`config.mk`:
```
export PLATFORM = sky130hd
export DESIGN_NAME = result_uart_tx
export DESIGN_NICKNAME = d
export VERILOG_FILES = /design/src/rtl/result_uart_tx.sv
export SDC_FILE = /design/constraint.sdc
export NUM_CORES = 1
export LEC_CHECK = 0
export BUFFER_PORTS_ARGS = -buffer_cell sky130_fd_sc_hd__buf_2
export CAP_MARGIN = 20
export CORE_MARGIN = 2
export CORE_UTILIZATION = 35
export CTS_CLUSTER_DIAMETER = 40
export DETAILED_ROUTE_END_ITERATION = 10
export PLACE_DENSITY = 0.58
export SYNTH_ARGS = -nofsm -noshare
export SYNTH_HDL_FRONTEND = slang
export SYNTH_SLANG_ARGS = --single-unit
export TNS_END_PERCENT = 10
```
`constraint.sdc`:
```
create_clock -name clk -period 9.4 [get_ports clk]
set_input_delay 0 -clock clk [delete_from_list [all_inputs] [get_ports clk]]
set_output_delay 0 -clock clk [all_outputs]
set_load 0.005 [all_outputs]
```
`src/rtl/result_uart_tx.sv`:
```
// Serialises each newly observed 32-bit result word as four 8N1 UART bytes, LSB byte first.
// New values that arrive mid-word wait in a one-deep pending slot. Older pending values are dropped.
module result_uart_tx #(
    parameter int unsigned word_width   = 32,
    parameter int unsigned clks_per_bit = 16
) (
    input  logic                  clk,
    input  logic                  rst_n,
    input  logic [word_width-1:0] data_in,
    output logic                  tx,
    output logic                  busy,
    output logic [15:0]           word_cnt,
    output logic [7:0]            drop_cnt
);

    typedef enum logic [1:0] {StIdle, StStart, StData, StStop} state_e;

    localparam logic [15:0] BaudMax = 16'(clks_per_bit - 1);

    state_e                state_q, state_d;
    logic [word_width-1:0] last_val_q, last_val_d;
    logic [word_width-1:0] buf_q, buf_d;
    logic [word_width-1:0] pend_val_q, pend_val_d;
    logic                  pend_q, pend_d;
    logic [15:0]           baud_q, baud_d;
    logic [2:0]            bit_q, bit_d;
    logic [1:0]            byte_q, byte_d;
    logic                  tx_q, tx_d;
    logic [15:0]           word_cnt_q, word_cnt_d;
    logic [7:0]            drop_cnt_q, drop_cnt_d;

    logic new_val, bit_done, word_done, consume, direct, pend_accept;

    assign new_val     = (data_in != last_val_q);
    assign bit_done    = (state_q != StIdle) && (baud_q == BaudMax);
    assign word_done   = (state_q == StStop) && bit_done && (byte_q == 2'd3);
    assign consume     = word_done && pend_q;
    // A value landing as the last stop bit ends with nothing pending starts immediately.
    assign direct      = new_val && ((state_q == StIdle) || (word_done && !pend_q));
    assign pend_accept = new_val && !direct;

    always_ff @(posedge clk or negedge rst_n) begin
        if (!rst_n) begin
            state_q    <= StIdle;
            last_val_q <= '0;
            buf_q      <= '0;
            pend_val_q <= '0;
            pend_q     <= 1'b0;
            baud_q     <= '0;
            bit_q      <= '0;
            byte_q     <= '0;
            tx_q       <= 1'b1;
            word_cnt_q <= '0;
            drop_cnt_q <= '0;
        end else begin
            state_q    <= state_d;
            last_val_q <= last_val_d;
            buf_q      <= buf_d;
            pend_val_q <= pend_val_d;
            pend_q     <= pend_d;
            baud_q     <= baud_d;
            bit_q      <= bit_d;
            byte_q     <= byte_d;
            tx_q       <= tx_d;
            word_cnt_q <= word_cnt_d;
            drop_cnt_q <= drop_cnt_d;
        end
    end

    always_comb begin
        state_d    = state_q;
        last_val_d = new_val ? data_in : last_val_q;
        buf_d      = buf_q;
        pend_val_d = pend_val_q;
        pend_d     = pend_q;
        bit_d      = bit_q;
        byte_d     = byte_q;
        word_cnt_d = word_done ? word_cnt_q + 16'd1 : word_cnt_q;
        drop_cnt_d = drop_cnt_q;
        if (state_q == StIdle || bit_done) baud_d = '0;
        else                               baud_d = baud_q + 16'd1;

        unique case (state_q)
            StIdle: begin
                if (direct) begin
                    state_d = StStart;
                    buf_d   = data_in;
                    byte_d  = '0;
                    bit_d   = '0;
                end
            end
            StStart: begin
                if (bit_done) begin
                    state_d = StData;
                    bit_d   = '0;
                end
            end
            StData: begin
                if (bit_done) begin
                    if (bit_q == 3'd7) state_d = StStop;
                    else               bit_d   = bit_q + 3'd1;
                end
            end
            StStop: begin
                if (bit_done) begin
                    bit_d = '0;
                    if (byte_q != 2'd3) begin
                        state_d = StStart;
                        byte_d  = byte_q + 2'd1;
                    end else if (pend_q) begin
                        state_d = StStart;
                        buf_d   = pend_val_q;
                        byte_d  = '0;
                    end else if (direct) begin
                        state_d = StStart;
                        buf_d   = data_in;
                        byte_d  = '0;
                    end else begin
                        state_d = StIdle;
                    end
                end
            end
            default: state_d = StIdle;
        endcase

        if (consume) pend_d = 1'b0;
        if (pend_accept) begin
            pend_d     = 1'b1;
            pend_val_d = data_in;
            // Refilling the slot as it is being consumed is not a drop.
            if (pend_q && !consume && drop_cnt_q != 8'hFF) drop_cnt_d = drop_cnt_q + 8'd1;
        end
    end

    always_comb begin
        tx_d = 1'b1;
        unique case (state_d)
            StIdle:  tx_d = 1'b1;
            StStart: tx_d = 1'b0;
            StData:  tx_d = buf_d[{byte_d, bit_d}];
            StStop:  tx_d = 1'b1;
            default: tx_d = 1'b1;
        endcase
    end

    assign tx       = tx_q;
    assign busy     = (state_q != StIdle);
    assign word_cnt = word_cnt_q;
    assign drop_cnt = drop_cnt_q;

endmodule

```
# Word-level counts from Yosys, hierarchy flattened
# Index checks and enable logic that the tools add are counted.
[totals] reg_bits=145 latchBits=0 ramBits=0 mem_bits_ro=0 out_inout_bits=26 wordCells=80 n_memories=0
[op_classes] n_addsub=5 multipliers=0 div=0 order_cmp=1 eq_ne=12 shift=0 muxes=30 bitwise=0 n_reduce_logical=21
[ops] operator="32-bit two-way mux" n=4
[ops] operator="32-bit one-hot mux with 2 select lines" n=1
[ops] operator="16-bit by 1-bit adder with 16-bit output (second input constant)" n=2
[ops] operator="32-bit inequality test" n=1
[ops] operator="2-bit two-way mux" n=9
[ops] operator="16-bit by 4-bit equality test with 1-bit output (second input constant)" n=1
[ops] operator="16-bit two-way mux" n=1
[ops] operator="3-bit two-way mux" n=4
[ops] operator="2-bit equality test (second input constant)" n=5
[ops] operator="1-bit logical AND" n=9
[ops] operator="3-bit one-hot mux with 3 select lines" n=1
[ops] operator="8-bit by 1-bit adder with 8-bit output (second input constant)" n=1
[ops] operator="8-bit inequality test (second input constant)" n=1
[ops] operator="2-bit one-hot mux with 4 select lines" n=1
[ops] operator="5-bit by 6-bit less-than comparator with 1-bit output (second input constant)" n=1
[ops] operator="1-bit two-way mux" n=6
[ops] operator="1-bit binary-select mux with 5-bit select" n=1
[ops] operator="2-bit by 1-bit equality test with 1-bit output (second input constant)" n=2
[ops] operator="2-bit zero test" n=2
[ops] operator="2-bit one-hot mux with 2 select lines" n=1
[ops] operator="2-bit nonzero test" n=2
[ops] operator="2-bit OR reduction" n=2
[ops] operator="3-bit by 1-bit adder with 3-bit output (second input constant)" n=1
[ops] operator="3-bit equality test (second input constant)" n=1
[ops] operator="6 further kinds" n=9

# Logic depth before layout (Yosys ltp)
# Gate-level depths: netlist of run 1.
[depth] ltp_word=15 depth_mapped=17

# Worst setup path after synthesis of run 1
# OpenSTA, ideal clock, no wires.
[synth_timing] path_type="flip-flop to flip-flop" from="register last_val_q[21]" to="register tx_q, in the netlist tx" arrival_ns=3.148 required_ns=9.319 slack_ns=6.171 stages_incl_launch_ff=18 path_buffers=1 cell_sequence="dfrtp_1 -> xor2_1 -> nor4_1 -> nand4_1 -> nor2_1 -> clkbuf_1 -> a31oi_1 -> a211oi_1 -> a21o_1 -> and2_1 -> inv_1 -> ha_1 -> nand2b_1 -> a21oi_1 -> nand3_1 -> o211ai_1 -> o32ai_1 -> o211ai_1"
[synth_via] elab_chain_cells=10 word_cells_on_any_way=28 cone_classes="4 x eq/ne; 21 x mux; 3 x reduce/logical"
[synth_lines] element="start, declared" line="21" rtl="logic [word_width-1:0] last_val_q, last_val_d;"
[synth_lines] element="start signal, assigned" line="57" rtl="last_val_q <= last_val_d;"
[synth_lines] element="32-bit inequality test (*)" line="34" rtl="assign new_val = (data_in != last_val_q);"
[synth_lines] element="1-bit logical AND (*)" line="39" rtl="assign direct = new_val && ((state_q == StIdle) || (word_done && !pend_q));"
[synth_lines] element="1-bit two-way mux" line="114" rtl="end else if (direct) begin"
[synth_lines] element="1-bit two-way mux" line="110" rtl="end else if (pend_q) begin"
[synth_lines] element="1-bit two-way mux" line="107" rtl="if (byte_q != 2'd3) begin"
[synth_lines] element="2-bit two-way mux" line="105" rtl="if (bit_done) begin"
[synth_lines] element="2-bit one-hot mux with 4 select lines (*)" line="83" rtl="unique case (state_q)"
[synth_lines] element="net state_d[0]" line="20" rtl="state_e state_q, state_d;"
[synth_lines] element="2-bit equality test / 2-bit zero test (equally long branches)" line="137" rtl="unique case (state_d)"
[synth_lines] element="2-bit OR reduction (no line)"
[synth_lines] element="1-bit one-hot mux with 3 select lines (*)" line="137"
[synth_lines] element="net tx_d" line="28" rtl="logic tx_q, tx_d;"
[synth_lines] element="end signal, assigned" line="64" rtl="tx_q <= tx_d;"
[synth_lines] element="end, declared" line="28"
# Mark *: on every way through the listed nets, which the timed path passes. The rest lies on a longest branch. The select of a mux whose other input is x is not followed.
# A chain may end at the register's enable or synchronous reset.

# Final worst setup path of run 1
[layout_timing] from="register last_val_q[18]" to="register tx_q, in the netlist tx"
# Same word-level chain as after synthesis.

==> run metrics, run 1 <==
Synth async-reset ratio 1.00; f_max around 0.23 GHz; Avg Inst Size Synth between 9 and 10 sq um; worst min-delay path class input pin to asynchronous set/reset pin; CTS tree done; critical path fanouts, max 21; final core occ 0.412; Synth Flop Type dfrtp_1; die area about 0.025 sq mm; WP buf/inv 2; CTS Buffer Depth 2; Via Count 6710; Worst EP arrival 4700 ps; starting DRC count in detailed routing between 500 and 600; Pre-Repair DR Iteration Count 5; cell area after synthesis 0.00829 sq mm; worst clock skew 18.1 ps; n_diodes 0; starting density of the core 0.355; CP peak stage delay approximately 640 ps; DRC 0; Reg2Reg Setup Slack 5050 ps; cells on worst reg2reg path 17; Net Count, Synth 914; #FFs+latches synth 145; total grt overflow 0; placed instance area 0.00870 sq mm; number of global-route vias before repair 6374; Final Setup Violations 0; post-CTS setup buffers 0; I/O Pins 60; initial antenna violation count 0; Final Power around 1.4 mW; synth warn 0; largest vdd supply drop around 0.11 mV; worst skew pair latency between 400 and 500 ps; WHS 211 ps; status completed; Nets roughly 950; Cells after Synth 869; DP Wirelength ~15000 um; share of layout cells above drive strength 1 0.174; post-DR wirelength/cell 18.1 um; Slew headroom 0.303; Worst path top cell family by delay simple AND/OR/NAND/NOR gates; row cnt 56; CP Launch Type flop; htree depth 4; crit path kind flop to flop; RSZ-0062 raised after global routing no; number of flops mapped to enable cells by yosys 0; CP Cell Sequence xor2_1, nor4_1, nand4_1, buf_4, nor2_1, a31oi_1, o21ai_0, a21o_1, and2_1, inv_1, ha_1, nand2b_1, a21oi_1, nand3_1, o211ai_1, o32ai_1, o211ai_1; Hold Vio Cnt, Final 0; GRT Util Overall 0.189; launch point of the worst reg-to-reg path last_val_q[18]; Top cell by count, worst path o211ai_1; Die H 158 um; clock root cell clkbuf_16; Final Cell Area between 0.009 and 0.01 sq mm; final number of max-transition violations 0; Worst-Margin Slew 1040 ps; TritonCTS Sinks about 150; placer's final routability congestion estimate 0.897; Crit-path slowest cell nor4_1; setup_tns 0 ps; Die X 158 um; CP Capture Type flop; Synth cell types 75; period utilization 0.463; CTS Buf Count 17; global-route wire length before repair 36300 um; Port Buffers 59; Maximum Capacitance Violations 0; post-route ant nets 0; FF-to-FF End tx; WP data required 9750 ps; Static Leak 4.23 nW; largest net degree at the start of global routing ~80; sequential share of the synthesized area 0.438; CTS resizes 0; PwrDens 145 mW/mm^2; final WL roughly 23000 um; post-route minimum period 4350 ps; CTS clk-pin slew, worst paths 60 ps; P&R area growth vs syn 16.0%; Avg Vias per Cell between 5 and 6; Core Region 0.0233 sq mm
==> worst register-to-register path: stages (launching register included) <==
cell	delay, ps
dfrtp_1	380
xor2_1	160
nor4_1	640
nand4_1	160
buf_4	270
nor2_1	540
a31oi_1	220
o21ai_0	260
a21o_1	150
and2_1	140
inv_1	70
ha_1	200
nand2b_1	160
a21oi_1	390
nand3_1	130
o211ai_1	190
o32ai_1	110
o211ai_1	100
==> where the power goes <==
part / total (mW) / internal, mW / switching [mW]
Clock: 0.668 / 0.381 / 0.286
Sequential: 0.652 / 0.643 / 0.00938
Combinational: 0.0772 / 0.0330 / 0.0442
Total: 1.40 / 1.06 / 0.340
==> what timing repair did <==
| action | in CTS | in global routing |
|---|---|---|
| endpoints found under the hold margin | 149 | 0 |
| setup endpoints to repair | 0 | 0 |
| hold buffers | 33 | 0 |
==> cell families after synthesis <==
logic type / count (synthesis) / synth area share
simple gates: 289 / 0.180
mux: 50 / 0.0651
compound gates: 200 / 0.172
flops: 145 / 0.438
buf+inv: 108 / 0.0589
xor+xnor: 66 / 0.0697
fa+ha+maj: 11 / 0.0166
==> state kept, by name (all words and copies together) (netlist names) <==
| signal | count |
|---|---|
| drop_cnt | 8 |
| pend_q | 1 |
| buf_q | 32 |
| state_q | 2 |
| word_cnt | 16 |
| baud_q | 16 |
| bit_q | 3 |
| last_val_q | 32 |
| tx | 1 |
| pend_val_q | 32 |
| byte_q | 2 |
==> synthesized netlist by cell type, types with 7 or more instances <==
cell type | n | area, sq um
nor4_1 | 13 | 81.3
nand3_1 | 22 | 110
nor2_1 | 68 | 255
a211oi_1 | 37 | 278
o21ai_0 | 47 | 235
and3_1 | 11 | 68.8
ha_1 | 11 | 138
mux2_2 | 26 | 293
nand4_1 | 11 | 68.8
buf_4 | 7 | 52.6
or3_1 | 11 | 68.8
nand2b_1 | 25 | 156
a22oi_1 | 9 | 67.6
clkbuf_1 | 60 | 225
o32ai_1 | 14 | 123
inv_1 | 23 | 86.3
xnor2_1 | 21 | 184
dfrtp_1 | 144 | 3600
nor3_1 | 22 | 110
mux2i_1 | 19 | 190
xor2_1 | 45 | 394
buf_2 | 9 | 45.0
nand2_1 | 74 | 278
a21oi_1 | 26 | 130
==> layout by cell type, fill, tap and decap left out, drive strengths merged, types with 5 or more instances in the layout <==
cell type and instances:
mux2i 19, a211oi 37, or3 11, nor4 16, and2 5, ha 11
o31ai 6, xnor2 21, nand3 22, dfrtp 144, clkbuf 19, clkinvlp 5
mux2 31, nand4 12, o21ai 51, nand2b 25, nor2 68, dlygate4sd3 33
and3 13, xor2 45, or2 5, nand2 74, inv 28, nor3 24
a21oi 28, o32ai 14, buf 71, a22oi 9, a31oi 5, o211ai 9
==> final cells by class <==
type	count	area, sq um
clock inverters	13	125
clock buffers	19	453
multi-input cells	616	4190
inverters	25	93.8
flip-flops and latches	145	3630
well taps	319	399
fillers	2270	13700
repair buffers	104	726
==> routing by layer <==
layer / part of all wire / track usage / up-vias
met1: 0.47 / 0.264 / 3311
met2: 0.47 / 0.299 / 188
met3: 0.041 / 0.0301 / 32
met4: 0.022 / 0.0654 / 0
met5: 0 / 0 / -
li1: - / - / 3179
==> worst max-delay path by stage <==
stage,from,end,cells past startpoint
2_1_floorplan,last_val_q[21],tx,17
3_3_place_gp,last_val_q[18],tx,17
3_5_place_dp,state_q[1],tx,13
4_1_cts,last_val_q[18],tx,17
5_1_grt,last_val_q[18],tx,17
6_report,last_val_q[18],tx,17
==> per-stage QoR <==
step,worst slack (ps),instances
6_report,5050,1241
2_1_floorplan,6170,869
3_3_place_gp,4650,1175
5_1_grt,4760,1241
3_5_place_dp,5170,1176
4_1_cts,5140,1241
Note: power is estimated with default switching activity, not from simulation.
==> run 2: changes to the inputs <==
--- a/config.mk
+++ b/config.mk
@@ -5,13 +5,14 @@
 export SDC_FILE = /design/constraint.sdc
 export NUM_CORES = 1
 export LEC_CHECK = 0
+export ABC_AREA = 1
 export BUFFER_PORTS_ARGS = -buffer_cell sky130_fd_sc_hd__buf_2
 export CAP_MARGIN = 20
 export CORE_MARGIN = 2
 export CORE_UTILIZATION = 35
 export CTS_CLUSTER_DIAMETER = 40
 export DETAILED_ROUTE_END_ITERATION = 10
-export PLACE_DENSITY = 0.58
+export PLACE_DENSITY = 0.6
 export SYNTH_ARGS = -nofsm -noshare
 export SYNTH_HDL_FRONTEND = slang
 export SYNTH_SLANG_ARGS = --single-unit
==> constraint.sdc (replaced) <==
create_clock -name clk -period 3.6 [get_ports clk]
set_input_delay 0 -clock clk [delete_from_list [all_inputs] [get_ports clk]]
set_output_delay 0 -clock clk [all_outputs]
set_load 0.005 [all_outputs]
==> run 2 against run 1 <==
Count of clock-buffer cells in the layout increased by 1. Synthesized area increased by 2.1%. Register-to-register slack got worse by 4500 ps. Power increased to 3.3 times the previous value. Largest cell class unchanged.
==> run metrics, run 2 <==
placer's final routability congestion estimate 0.847 (-5.5%); I/O Pins 60 (unchanged); #FFs+latches synth 145 (unchanged); Net Count, Synth 1197 (+31%); post-CTS setup buffers 0 (unchanged); sequential share of the synthesized area 0.429 (-0.00900); synth warn 0 (unchanged); Core Region 0.0236 sq mm (+1.2%); CTS Buf Count 17 (unchanged); count leader, synth nand2_1; CTS Buffer Depth 2 (unchanged); number of flops mapped to enable cells by yosys 0 (unchanged); total grt overflow 0 (unchanged); initial antenna violation count 0 (unchanged); Logic pwr share 0.189 (+0.134); PwrDens 461 mW/mm^2 (+220%); Avg Vias per Cell 4.90 (-9.4%); final WL 22000 um (-2.1%); TritonCTS Sinks 145 (unchanged); Pre-Repair DR Iteration Count 7 (+2); final core occ 0.420 (+0.00815); top sig layer met4; setup_tns 0 ps (unchanged); RSZ-0062 raised after global routing no; CP Launch Type flop; post-route minimum period 3040 ps (-1320 ps); Hold Vio Cnt, Final 0 (unchanged); DP Wirelength 14200 um (-3.7%); largest family of logic cells by synthesized area simple AND/OR/NAND/NOR gates; Synth Flop Type dfrtp_1; WP data required 3950 ps (-5800 ps); post-synthesis mux area share 0.00266 (-0.0624); P&R area growth vs syn 17.2%; worst min-delay path class input pin to asynchronous set/reset pin; critical path fanouts, max 25 (+19%); Worst-Margin Slew 623 ps (-415 ps); Nets 1250 (+31%); Clk pwr share 0.383 (-0.095); Final Setup Violations 0 (unchanged); met2 WL 10200 um (-2.5%); status completed; WHS 54.1 ps (-157 ps); n_diodes 0 (unchanged); Slew headroom 0.585 (+0.282); crit path kind flop to flop; Synth area leaders dfrtp_1 43%, nand2_1 14%, nand3_1 9.8%; number of global-route vias before repair 7405 (+16%); GRT Util Overall 0.181 (-0.00812); post-synthesis simple-gate area fraction 0.295 (+0.115); Reg2Reg Setup Slack 560 ps (-4480 ps); worst clock skew 10.4 ps (-7.69 ps); Yosys top cell by area dfrtp_1; XOR/XNOR share of the synthesized area 0.0466 (-0.0232); post-route ant nets 0 (unchanged); Die H 159 um (+1.0%); NetSw 1.33 mW (+290%); FF-to-FF End tx; worst skew pair latency 420 ps (about the same); Via Count 7524 (+12%); top flop regs buf_q (32), last_val_q (32), pend_val_q (32); most frequent cells in the layout 309 x nand2_1, 164 x nand3_1, 144 x dfrtp_1, 130 x inv_1, 75 x o21ai_0; clock root cell clkbuf_16; period utilization 0.843 (+0.380); f_max 0.329 GHz (+43%); post-synthesis compound-gate area fraction 0.105 (-0.0662); post-DR wirelength/cell 14.3 um (-21%); CP Capture Type flop; Worst EP arrival 3390 ps (-1310 ps); post-synthesis adder-cell area fraction 0.0163 (-0.000341); final number of max-transition violations 0 (unchanged); Cells after Synth 1152 (+33%); Synth cell types 43 (-43%); starting density of the core 0.358 (+0.00315); commonest non-fill, non-tap cell in the layout nand2_1; placed insts 1471 (+25%); Met3 Wirelength 996 um (+7.8%); Reg power frac 0.428 (-0.039); P_int 3.24 mW (+210%); row cnt 56 (unchanged); Synth async-reset ratio 1.00 (unchanged); die area 0.0254 sq mm (+2.1%); CTS tree done; launch point of the worst reg-to-reg path last_val_q[5]; Avg Inst Size Synth 7.35 sq um (-23%); cells on worst reg2reg path 21 (+4); Port Buffers 59 (unchanged); Synth top area share 0.426 (-0.00894); cell area after synthesis 0.00846 sq mm (+2.1%); Final Power 4.57 mW (+230%); share of layout cells above drive strength 1 0.117 (-0.0569); global-route wire length before repair 37500 um (+3.5%); htree depth 4 (unchanged); starting DRC count in detailed routing 534 (+2.5%); largest vdd supply drop 0.305 mV (+190%); synth cell count leaders 309 x nand2_1, 165 x nand3_1, 144 x dfrtp_1; CTS clk-pin slew, worst paths 60 ps (about the same); sw frac 0.291 (+0.0481); DRC 0 (unchanged); met1 wire length 10500 um (-1.1%); Static Leak 4.71 nW (+11%); Die X 159 um (+1.0%); Finished Layout Cells 1536 (+24%); largest net degree at the start of global routing 105 (+35%); Maximum Capacitance Violations 0 (unchanged)
-- run 2: kinds of logic (layout without fill, tap and decap cells) --
logic type	count (synthesis)	count (layout)
compound gates	159	159
xor+xnor	45	45
fa+ha+maj	11	11
buf+inv	226	291
flops	145	145
mux	2	2
simple gates	564	564
-- run 2: timing repair --
action | CTS | global route
hold buffers | 33 | 0
gates resized for setup | 0 | 0
endpoints found under the hold margin | 166 | 0
-- run 2: per-stage QoR --
step	cell area [sq um]	setup WS [ps]
after floorplan	8460	1100
after global placement	8990	573
after detailed placement	8990	561
after CTS	9890	537
after global routing	9920	217
final	9920	564
-- run 2: metal layers --
layer	track usage	vias up
met4	0.0500	0
li1	-	3763
met1	0.247	3539
met2	0.300	192
met5	0	-
met3	0.0271	30
-- run 2: final cells by class --
| type | count | area, sq um |
|---|---|---|
| inverters | 148 | 558 |
| repair buffers | 112 | 815 |
| clock inverters | 11 | 130 |
| well taps | 319 | 399 |
| multi-input cells | 781 | 3950 |
| fillers | 2417 | 13700 |
| flip-flops and latches | 145 | 3630 |
| clock buffers | 20 | 437 |
-- run 2: worst max-delay path, stage by stage (launching register included) --
cell and delay (ps):
dfrtp_1 370, xnor2_1 140, nand2_1 60, nor2_1 160, nand2_1 140, nor2_1 200, nand2_2 270, nand2_4 250
buf_4 350, nand2_1 110, nand3_1 80, nand2_1 60, nand2_1 70, nand2_1 50, nand3_1 90, nand3_1 100
nand3_1 100, nand3_1 90, nand3_1 80, nand2_1 60, nand2_1 50, a21oi_1 60
-- run 2: worst max path at each step --
stage	slack, ps	start	to	cells after the start
after floorplan	1100	state_q[0]	word_cnt[14]	12
after global placement	570	last_val_q[5]	tx	21
after detailed placement	560	last_val_q[5]	tx	21
after CTS	540	last_val_q[5]	tx	21
after global routing	220	last_val_q[1]	tx	21
final	560	last_val_q[5]	tx	21
-- run 2: power groups by stage --
stage          combinational (mW)  clock (mW)  sequential [mW]
2_1_floorplan               0.613           0             1.97
3_3_place_gp                0.821           0             1.98
3_5_place_dp                0.830           0             1.99
4_1_cts                     0.861        1.80             1.96
5_1_grt                      1.01        1.86             1.98
6_report                    0.862        1.75             1.96
==> run 3: changes to the inputs <==
==> constraint.sdc (replaced) <==
create_clock -name clk -period 2.6 [get_ports clk]
set_input_delay 0 -clock clk [delete_from_list [all_inputs] [get_ports clk]]
set_output_delay 0 -clock clk [all_outputs]
set_load 0.005 [all_outputs]
==> run 3 against run 2 <==
The run now ends with setup timing left. Sequential cell count unchanged. Combinational power up 46%. Highest routed layer unchanged. Global-route usage about the same.
==> run metrics, run 3 (synthesis gave the netlist of run 2 again) <==
status complete, but fails checks; failing checks setup timing; DRC 0 (unchanged); DP Wirelength 14800 um (+4.5%); post-DR wirelength/cell 14.3 um (-0.21%); clock root cell clkbuf_16; CP Capture Type flop; largest net degree at the start of global routing 66 (-37%); Worst EP arrival 2950 ps (-440 ps); Reg2Reg Setup Slack -3 ps (-570 ps); WHS 129 ps (+74.9 ps); I/O Pins 60 (unchanged); most frequent cells in the layout 303 x nand2_1, 153 x nand3_1, 144 x dfrtp_1, 130 x inv_1, 75 x o21ai_0; final worst slack -3.35 ps (-567 ps); CP Launch Type flop; Final Power 6.53 mW (+43%); n_diodes 0 (unchanged); crit path kind flop to flop; CTS Buffer Depth 2 (unchanged); final number of max-transition violations 0 (unchanged); post-route ant nets 0 (unchanged); CTS Buf Count 17 (unchanged); period utilization 1.00 (+0.158); total grt overflow 0 (unchanged); global-route wire length before repair 37700 um (+0.38%); starting density of the core 0.358 (unchanged); P&R area growth vs syn 24.5%; Die X 159 um (unchanged); post-route minimum period 2600 ps (-433 ps); worst min-delay path class input pin to asynchronous set/reset pin; starting DRC count in detailed routing 467 (-13%); PwrDens 620 mW/mm^2 (+34%); row cnt 56 (unchanged); largest vdd supply drop 0.373 mV (+23%); htree depth 4 (unchanged); die area 0.0254 sq mm (unchanged); launch point of the worst reg-to-reg path last_val_q[23]; cells on worst reg2reg path 17 (-19%); GRT Util Overall 0.182 (+0.000340); worst clock skew 12.9 ps (+2.49 ps); Core Region 0.0236 sq mm (unchanged); Pre-Repair DR Iteration Count 5 (-2); Avg Vias per Cell 4.94 (+0.77%); Worst-Margin Slew 591 ps (-32.3 ps); placer's final routability congestion estimate 0.812 (-4.2%); Hold Vio Cnt, Final 0 (unchanged); Finished Layout Cells 1577 (+2.7%); Port Buffers 59 (unchanged); Nets 1290 (+3.2%); commonest non-fill, non-tap cell in the layout nand2_1; Die H 159 um (unchanged); RSZ-0062 raised after global routing yes; critical path fanouts, max 9 (-64%); TritonCTS Sinks 145 (unchanged); CTS tree done; Maximum Capacitance Violations 0 (unchanged); top flop regs buf_q (32), last_val_q (32), pend_val_q (32); number of global-route vias before repair 7641 (+3.2%); placed insts 1503 (+2.2%); initial antenna violation count 0 (unchanged); final WL 22600 um (+2.5%); share of layout cells above drive strength 1 0.179 (+0.0622); Final Setup Violations 1 (+1); Static Leak 5.03 nW (+6.6%); CTS clk-pin slew, worst paths 70 ps (about the same); f_max 0.384 GHz (+17%); WP data required 2950 ps (-1000 ps); Via Count 7784 (+3.5%); Slew headroom 0.606 (+0.0215); FF-to-FF End tx; worst skew pair latency 430 ps (about the same)
==> run 3: critical path, stage by stage, from the launching register on <==
cell     delay (ps)
dfrtp_1         370
xnor2_1         150
nand2_1         150
nor2_2          180
nand2_1         110
nor2_4          110
nand2_4         120
buf_4           200
o21ai_0         190
o21ai_2         120
inv_2           230
nand3_2         150
nand3_2          90
nand3_2          70
nand3_1          90
nand2_1          50
nand2_1          70
a21oi_2          60
==> run 3: repair_timing <==
action | 4_1_cts | 5_1_grt
gates cloned | 0 | 2
endpoints found under the hold margin | 119 | 0
resized for setup | 18 | 32
pin swaps | 9 | 25
hold buffers | 33 | 0
setup endpoints to repair | 1 | 7
buffers inserted | 3 | 4
==> run 3: how the worst max path moves through the flow <==
stage	to	slack, ps	start
final	tx	-3	last_val_q[23]
after global routing	tx	-210	last_val_q[23]
after CTS	tx	2	last_val_q[23]
after detailed placement	tx	-140	last_val_q[5]
after global placement	tx	-100	last_val_q[5]
after floorplan	word_cnt[14]	100	state_q[0]
==> run 3: layout make-up <==
class	count	area, sq um
repair buffers	152	1210
well taps	319	399
flip-flops and latches	145	3630
inverters	148	561
clock inverters	14	169
multi-input cells	781	4130
clock buffers	18	439
fillers	2320	13100
==> run 3: power by group <==
| group | switching (mW) | leakage (nW) | total, mW | internal [mW] |
|---|---|---|---|---|
| clock | 1.08 | 0.299 | 2.55 | 1.47 |
| sequential | 0.126 | 1.78 | 2.72 | 2.59 |
| combinational | 0.744 | 2.95 | 1.26 | 0.516 |
| total | 1.95 | 5.03 | 6.53 | 4.58 |
==> run 3: layer usage <==
metal,part of all wire,track usage,vias up
met5,0,0,-
met3,0.048,0.0297,37
met2,0.46,0.294,221
li1,-,-,3846
met1,0.47,0.244,3680
met4,0.023,0.0674,0
==> run 3: per-stage QoR <==
stage	instance area (sq um)	setup TNS, ps	utilization	setup WS [ps]
floorplan	8460	0	-	103
global placement	9300	-98.3	0.394	-98.3
detailed placement	9300	-140	0.394	-140
CTS	10300	0	0.437	2.28
global route	10500	-217	0.446	-208
finish	10500	-3.35	0.446	-3.35
